==> src/rtl/frame_capture.sv <==
// ---------------------------------------------------------------------------
// frame_capture
//
// Receiving end of the raster coordinate stream. Accepts one pixel per
// valid/ready handshake in row-major order over a ROW_LIM x COL_LIM tile. The
// block tracks the expected (row, col) position itself and writes each pixel
// into an internal tile buffer at row*COL_LIM+col. The image-search matcher
// reads the captured tile back through a registered one-cycle read port.
//
// Optional feature (compile-time macro COORD_CHECK_EN):
//   When defined, the source's row/col tags are compared against the expected
//   position on every transfer. A mismatch raises the sticky coord_err flag.
//   When undefined, the tags are ignored and coord_err is tied low.
//
// Ports:
//   clk        in   clock, all logic on posedge
//   rst        in   synchronous active-high reset
//   start      in   pulse: arm a new capture (ignored while capturing)
//   in_valid   in   pixel present
//   in_ready   out  block accepts a pixel (high exactly while capturing)
//   in_pixel   in   pixel data
//   in_row     in   source row tag (only checked with COORD_CHECK_EN)
//   in_col     in   source col tag (only checked with COORD_CHECK_EN)
//   done       out  tile complete, level, held until the next start
//   pix_count  out  pixels accepted in the current capture
//   rd_en      in   read request
//   rd_addr    in   read address
//   rd_data    out  read data, valid one cycle after rd_en, held otherwise
//   coord_err  out  sticky coordinate mismatch flag
// ---------------------------------------------------------------------------
module frame_capture #(
    parameter int COUNT_WIDTH = 4,
    parameter int ROW_LIM     = 9,
    parameter int COL_LIM     = 8,
    parameter int PIX_WIDTH   = 8,
    parameter int ADDR_WIDTH  = 7
) (
    input  logic                   clk,
    input  logic                   rst,
    input  logic                   start,
    input  logic                   in_valid,
    output logic                   in_ready,
    input  logic [PIX_WIDTH-1:0]   in_pixel,
    input  logic [COUNT_WIDTH-1:0] in_row,
    input  logic [COUNT_WIDTH-2:0] in_col,
    output logic                   done,
    output logic [ADDR_WIDTH-1:0]  pix_count,
    input  logic                   rd_en,
    input  logic [ADDR_WIDTH-1:0]  rd_addr,
    output logic [PIX_WIDTH-1:0]   rd_data,
    output logic                   coord_err
);

    localparam int COL_WIDTH = COUNT_WIDTH - 1;
    localparam int DEPTH     = 2 ** ADDR_WIDTH;

    localparam logic [COUNT_WIDTH-1:0] ROW_LAST   = COUNT_WIDTH'(ROW_LIM - 1);
    localparam logic [COL_WIDTH-1:0]   COL_LAST   = COL_WIDTH'(COL_LIM - 1);
    localparam logic [COUNT_WIDTH-1:0] ROW_ONE    = COUNT_WIDTH'(1);
    localparam logic [COL_WIDTH-1:0]   COL_ONE    = COL_WIDTH'(1);
    localparam logic [ADDR_WIDTH-1:0]  ADDR_ONE   = ADDR_WIDTH'(1);
    localparam logic [ADDR_WIDTH-1:0]  COL_STRIDE = ADDR_WIDTH'(COL_LIM);

    typedef enum logic [1:0] {
        IDLE    = 2'd0,
        CAPTURE = 2'd1,
        DONE    = 2'd2
    } state_t;

    state_t state;
    state_t state_next;

    logic [COUNT_WIDTH-1:0] exp_row;
    logic [COL_WIDTH-1:0]   exp_col;
    logic [ADDR_WIDTH-1:0]  wr_addr;
    logic                   transfer;
    logic                   last_pixel;
    logic                   start_capture;

    // Sized to the full address space so out-of-tile reads stay in range.
    logic [PIX_WIDTH-1:0] tile_buf [DEPTH];

    assign transfer      = in_valid & in_ready;
    assign last_pixel    = (exp_row == ROW_LAST) && (exp_col == COL_LAST);
    // A start while capturing is ignored, so only IDLE/DONE re-arm.
    assign start_capture = start && (state != CAPTURE);
    assign wr_addr       = ADDR_WIDTH'(exp_row) * COL_STRIDE + ADDR_WIDTH'(exp_col);

    // State register
    always_ff @(posedge clk) begin
        if (rst) begin
            state <= IDLE;
        end else begin
            state <= state_next;
        end
    end

    // Next-state logic
    always_comb begin
        state_next = state;
        case (state)
            IDLE:    if (start) state_next = CAPTURE;
            CAPTURE: if (transfer && last_pixel) state_next = DONE;
            DONE:    if (start) state_next = CAPTURE;
            default: state_next = IDLE;
        endcase
    end

    // Outputs decoded from the registered state, so in_ready is glitch-free
    // and rises on the first cycle after start.
    always_comb begin
        in_ready = 1'b0;
        done     = 1'b0;
        case (state)
            CAPTURE: in_ready = 1'b1;
            DONE:    done     = 1'b1;
            default: ;
        endcase
    end

    // Expected-position tracking and accepted-pixel count. The position wraps
    // back to (0,0) after the last pixel while pix_count holds the tile size.
    always_ff @(posedge clk) begin
        if (rst) begin
            exp_row   <= '0;
            exp_col   <= '0;
            pix_count <= '0;
        end else if (start_capture) begin
            exp_row   <= '0;
            exp_col   <= '0;
            pix_count <= '0;
        end else if (transfer) begin
            pix_count <= pix_count + ADDR_ONE;
            if (last_pixel) begin
                exp_row <= '0;
                exp_col <= '0;
            end else if (exp_col == COL_LAST) begin
                exp_col <= '0;
                exp_row <= exp_row + ROW_ONE;
            end else begin
                exp_col <= exp_col + COL_ONE;
            end
        end
    end

    // Tile buffer write; contents survive reset. The write is suppressed
    // during reset so an aborted capture cannot land a stray pixel.
    always_ff @(posedge clk) begin
        if (transfer && !rst) begin
            tile_buf[wr_addr] <= in_pixel;
        end
    end

    // Read port: a same-cycle write to the same address returns the old
    // contents because both use non-blocking updates.
    always_ff @(posedge clk) begin
        if (rst) begin
            rd_data <= '0;
        end else if (rd_en) begin
            rd_data <= tile_buf[rd_addr];
        end
    end

`ifdef COORD_CHECK_EN
    // The pixel is still written at the expected address on a mismatch; only
    // the flag records that the source disagreed.
    always_ff @(posedge clk) begin
        if (rst) begin
            coord_err <= 1'b0;
        end else if (start_capture) begin
            coord_err <= 1'b0;
        end else if (transfer && ({in_row, in_col} != {exp_row, exp_col})) begin
            coord_err <= 1'b1;
        end
    end
`else
    // Tags are not checked in this build.
    logic unused_tags;
    assign unused_tags = ^{in_row, in_col};
    assign coord_err   = 1'b0;
`endif

endmodule

==> config.mk <==
export PLATFORM = sky130hd
export DESIGN_NAME = frame_capture
export DESIGN_NICKNAME = d
export VERILOG_FILES = /design/src/rtl/frame_capture.sv
export SDC_FILE = /design/constraint.sdc
export NUM_CORES = 1
export LEC_CHECK = 0
export ABC_CLOCK_PERIOD_IN_PS = 2900
export BUFFER_PORTS_ARGS = -buffer_cell sky130_fd_sc_hd__buf_2
export CORE_UTILIZATION = 43
export DETAILED_ROUTE_END_ITERATION = 8
export PLACE_DENSITY = 0.63
export SYNTH_ARGS = -nofsm -noshare
export SYNTH_HDL_FRONTEND = slang
export SYNTH_SLANG_ARGS = --single-unit
export TNS_END_PERCENT = 30
==> constraint.sdc <==
create_clock -name clk -period 2.9 [get_ports clk]
set_input_delay 0.145 -clock clk [delete_from_list [all_inputs] [get_ports clk]]
set_output_delay 0.145 -clock clk [all_outputs]
set_load 0.05 [all_outputs]
After elaboration in Yosys (flattened, before gate mapping)
Memories as Yosys holds them, arrays and structs flattened. A register that Yosys moved wholly into a read port is not among the register bits.
Cells that the tools add are included.
Widths: inputs -> output; s select.

cells by class
  bitwise gates (word level) = 1
  reductions and logical operators = 11
  add/sub/neg operators = 4
  multiply operators = 0
  equal/unequal tests = 7
  divide/modulo/power cells = 0
  muxes and demuxes = 11
  shifts and indexed selects = 0
  order comparisons = 0

operator list
  kind                 count
  $mux 4               2
  $add 7x1->7 const B  1
  $add 7x3->7          1
  $mux 3               2
  $add 4x1->4 const B  1
  $eq 4x4->1 const B   1
  $logic_and 1x1->1    4
  $mux 1               4
  $mux 2               2
  $ne 2x1->1 const B   2
  $pmux 2 s2           1
  $reduce_and 2->1     2
  $reduce_or 2->1      2
  $add 3x1->3 const B  1
  $eq 3x3->1 const B   1
  $eq 2x1->1 const B   1
  $eq 2x2->1 const B   1
  $logic_not 2->1      1
  $ne 2x2->1 const B   1
  $reduce_bool 2->1    1
  $and 1x1->1          1
  $logic_not 1->1      1

storage, ports and cells
  logic and storage cells = 39
  memories kept = 1
  memory bits (writable) = 1,024
  output and inout bits = 18
  input bits = 27
  bits in registers = 16
  bits in latches = 0
  memory bits (read-only) = 0

memory list
  memory    depth  bits a word  read ports  clocked after Yosys merged registers in  wr ports  line  source
  tile_buf  128    8            1           1                                        1         81    logic [PIX_WIDTH-1:0] tile_buf [DEPTH];

Longest topological paths before layout
  word-level depth = 6
  gate-level depth with buffers = 11
  mapped depth without buffers = 6

Worst setup path after synthesis
Ideal clock, no wire load.

  path kind = reg-to-reg
  from = register state[0]
  to = memory tile_buf[111][0], enable pin
  required time = 2,530 ps
  buffers on the path = 1
  cell stages (with the launch flop) = 7
  period minus slack after synthesis = 3,137 ps
  slack = -237 ps
  arrival time = 2,766 ps
  library setup time = 370 ps
  cell sequence = dfxtp_1 -> nor2b_1 -> nand2_1 -> nor3b_1 -> nand3_1 -> clkbuf_1 -> nor2_1

on the way
  cells in the longest elaborated chain, start to end = 6

RTL lines
  element                       line  source
  start, declared               70    state_t state;
  start signal, assigned        94    state <= state_next;
  $eq 2x1->1                    114   case (state)
  $mux 1                        114
  named net in_ready            42    output logic in_ready,
  $and 1x1->1                   83    assign transfer = in_valid & in_ready;
  $logic_and 1x1->1             149   if (transfer && !rst) begin
  $mux 1                        149
  $mux 1 (implied by the code)  150   tile_buf[wr_addr] <= in_pixel;
  end, declared                 81

The timed path passes the listed nets, and every way through them passes these cells.

Worst setup path after layout
  from = register exp_row[3]
  to = register state[0]

on the way
  cells in the longest elaborated chain, start to end = 5

RTL lines
  element                     line  source
  start, declared             73    logic [COUNT_WIDTH-1:0] exp_row;
  start signal, assigned      139   exp_row <= exp_row + ROW_ONE;
  $eq 4x4->1                  84    assign last_pixel = (exp_row == ROW_LAST) && (exp_col == COL_LAST);
  $logic_and 1x1->1           84
  $logic_and 1x1->1           103   CAPTURE: if (transfer && last_pixel) state_next = DONE;
  $ne 2x2->1 (no line)        n/a
  $reduce_and 2->1 (no line)  n/a

Every way passes these cells.
A chain may end at the register's enable or synchronous reset.

==> results.toml <==
[layout]
insertedDiodeCount = 0
finish.net_count = 2205
finish.instance_area_um2 = 47500
area_growth_pct = 16.2
finalCoreUtilization_pct = 50.7
drive_gt1_share_pct = 29.7
final_cells = 3507

[pwr]
power_density_nw_per_um2 = 665
share_clk_of_total_power_pct = 42.6
max-vdd-ir-drop_mv = 0.479
switching_power_as_a_share_of_total_power_pct = 20.4
static-leakage-power_nw = 15.2
comb_power_share_pct = 4.8
power_total_mw = 31.6
total_switching_power_mw = 6.46
seq_power_share_pct = 52.7
internal_power_mw = 25.1

[synthesis]
synthesis.area_per_instance_um2 = 21.6
synth_cell_types = 56
synth_fp_nets = 1924
synthTopCellsByArea = "sky130_fd_sc_hd__edfxtp_1 (75%), sky130_fd_sc_hd__mux4_2 (13%), sky130_fd_sc_hd__mux4_1 (2.1%)"
synth_cells = 1890
synth-seq-cells = 1048
synth_top_area_cell = "sky130_fd_sc_hd__edfxtp_1"
async_reset_ff_share_pct = 0
yosysSeqAreaShare_pct = 76.4
yosysMostFrequentCell = "sky130_fd_sc_hd__edfxtp_1"
top_cells_by_count_synth = "sky130_fd_sc_hd__edfxtp_1 (1,024), sky130_fd_sc_hd__mux4_2 (236), sky130_fd_sc_hd__nor2_1 (154)"
synth_enable_flop_cells = 1024
ys_dominant_reg_cell = "sky130_fd_sc_hd__edfxtp_1"
netlist_area_um2 = 40900
synth_warnings = 0
synth_top_area_share_pct = 75.2

[clock_network]
clkLatencyLatePin_ns = 0.68
clkSinkCount = 1048
cts_bufs_inserted = 105
cts-resized-gates = 0
cts_hold_repair.buffers = 10
ctsLongestPathBuffers = 3
cts.reportedPaths.clkPinSlew_ns = 0.06
tritoncts = "yes"
postCtsSetupBuffers = 0
clock_tree.root_cell = "sky130_fd_sc_hd__clkbuf_16"
cts.htree.levels = 3

[global_route]
first_global_vias = 20600
global_route.usage.total_pct = 19.7
antenna_found_initial = 2
grt_pass1_wl_um = 137000
grt_max_degree = 126
grt-ovfl-total = 0

[min_path]
worst_hold_path.num_cells = 1
hp-class = "in -> reg"

[critical_path]
r2r.worst_path.cells = 7
worst-endpoint-arrival_ns = 3.26
end_kind = "register"
critical_path.max_fanout = 9
ff2ff_setup_slack_ns = 0.19
timing.critical_path.from_type = "register"
criticalPathCategory = "reg -> reg"
required_ns = 3.44

[sta]
finalSetupTns_ns = 0
fin_skew_ns = 0.0407
timing.final.max_slew_violations = 0
max_clock_freq_ghz = 0.368
fin_worst_hold_slack_ns = 0.0300
slew_headroom_pct = 11.1
timing.final.hold_violations = 0
final_critical_path_setup_slack_ns = 0.186
finalSetupViolCount = 0
timing.final.crit_share_pct = 93.6
fin_crit_ns = 2.71
rsz0062_at_grt = "no"
worst_pin_slew_ns = 1.33

[placed_design]
post_dp_area_um2 = 44000
detailed_place_hpwl_um = 58600
preCtsSetupSlack_ns = -0.0785
place_congestion = 0.832
placed_instances = 3308
numPortBuffers = 36

[route]
remaining_drc_errors = 0
routed_wl_um = 93000
vias = 20000
number_of_nets_with_antenna_violations_after_routing = 0
dr.pass1.iters = 6
drt_wl_cell_um = 26.5
detail_route.iter0.violations = 1883
vias_per_cell = 5.70

[status]
run_status = "finished, final reports clean"

[floorplanning]
initial_utilization_pct = 43.6
design.die.area_um2 = 96300
chipWidth_um = 310
die_height_um = 310
fp-row-count = 112
io-pin-count = 45
design.core.area_um2 = 93700

[run]
drv_cap = 0
==> worst max-delay path, stage by stage, from the launching register on <==
cell,delay [ns]
sky130_fd_sc_hd__dfxtp_1,0.47
sky130_fd_sc_hd__nor2b_1,0.34
sky130_fd_sc_hd__and2_1,0.35
sky130_fd_sc_hd__a31oi_1,0.12
sky130_fd_sc_hd__mux2i_1,0.14
sky130_fd_sc_hd__dlygate4sd3_1,0.56
sky130_fd_sc_hd__nor2_1,0.04
sky130_fd_sc_hd__dlygate4sd3_1,0.57
==> metal layers <==
layer / global-route usage (%) / share of wire, % / wire, um / vias to the layer above
li1: - / - / - / 8509
met1: 27.5 / 41 / 38300 / 10600
met2: 31.6 / 49 / 45100 / 776
met3: 4.06 / 8.1 / 7550 / 129
met4: 5.57 / 2.1 / 1920 / 0
met5: 0 / 0 / 0 / -
==> power by group through the flow <==
stage          combinational, mW  clock [mW]  sequential (mW)
3_3_place_gp                1.48           0             17.0
6_report                    1.51        13.5             16.6
2_1_floorplan              0.794           0             17.0
3_5_place_dp                1.51           0             17.0
5_1_grt                     1.60        14.3             16.6
4_1_cts                     1.53        13.7             16.6
==> area by class of cell <==
class                      count  area (um2)
timing repair buffer         272        2330
inverter                       4        15.0
multi-input combinational    740        8930
fill                        7296       46200
clock inverter                58         628
tap                         1254        1570
clock buffer                 131        2810
sequential                  1048       31200
==> path summary, 6_finish.rpt <==
path                                                 from                          to
worst max-delay path              exp_row[3]$_SDFFE_PP0P_       state[0]$_SDFFE_PP0P_
worst min-delay path                          in_pixel[5]  tile_buf[124][5]$_DFFE_PP_
worst max register to register    exp_row[3]$_SDFFE_PP0P_       state[0]$_SDFFE_PP0P_
worst min register to register  pix_count[6]$_SDFFE_PP0P_   pix_count[6]$_SDFFE_PP0P_
==> logic make-up (layout without fill, tap and decap cells) <==
logic type      after synthesis  after routing  share of synthesized area [%]
fa+ha+maj                     7              7                          0.214
xor+xnor                      5              5                          0.107
flops                      1048           1048                           76.4
simple gates                278            278                           3.05
other cells                   1              1                        0.00917
compound gates              146            146                           2.50
mux                         303            303                           16.0
buf+inv                     102            465                           1.77
==> registers in the layout (all words and copies together), names as in the netlist <==
name       flops
exp_col        3
state          2
tile_buf    1024
rd_data        8
exp_row        4
pix_count      7
==> layout by cell type (no fill, tap or decap), drive strengths merged, types with 5 or more instances in the layout <==
cell | netlist | layout
a2111oi | 6 | 6
a211oi | 16 | 16
a21oi | 37 | 37
a221oi | 10 | 10
a22o | 12 | 12
a22oi | 28 | 28
and2 | 11 | 11
buf | 72 | 262
bufinv | 0 | 12
clkbuf | 25 | 131
clkinv | 0 | 41
dfxtp | 24 | 24
dlygate4sd3 | 0 | 10
edfxtp | 1024 | 1024
ha | 7 | 7
inv | 4 | 5
mux2 | 14 | 14
mux2i | 21 | 21
mux4 | 268 | 268
nand2 | 37 | 37
nand2b | 5 | 5
nand3 | 12 | 12
nor2 | 154 | 154
nor2b | 21 | 21
nor3 | 18 | 18
nor4 | 5 | 5
o21ai | 8 | 8
o22ai | 19 | 19
(Power assumes the default switching activity.)
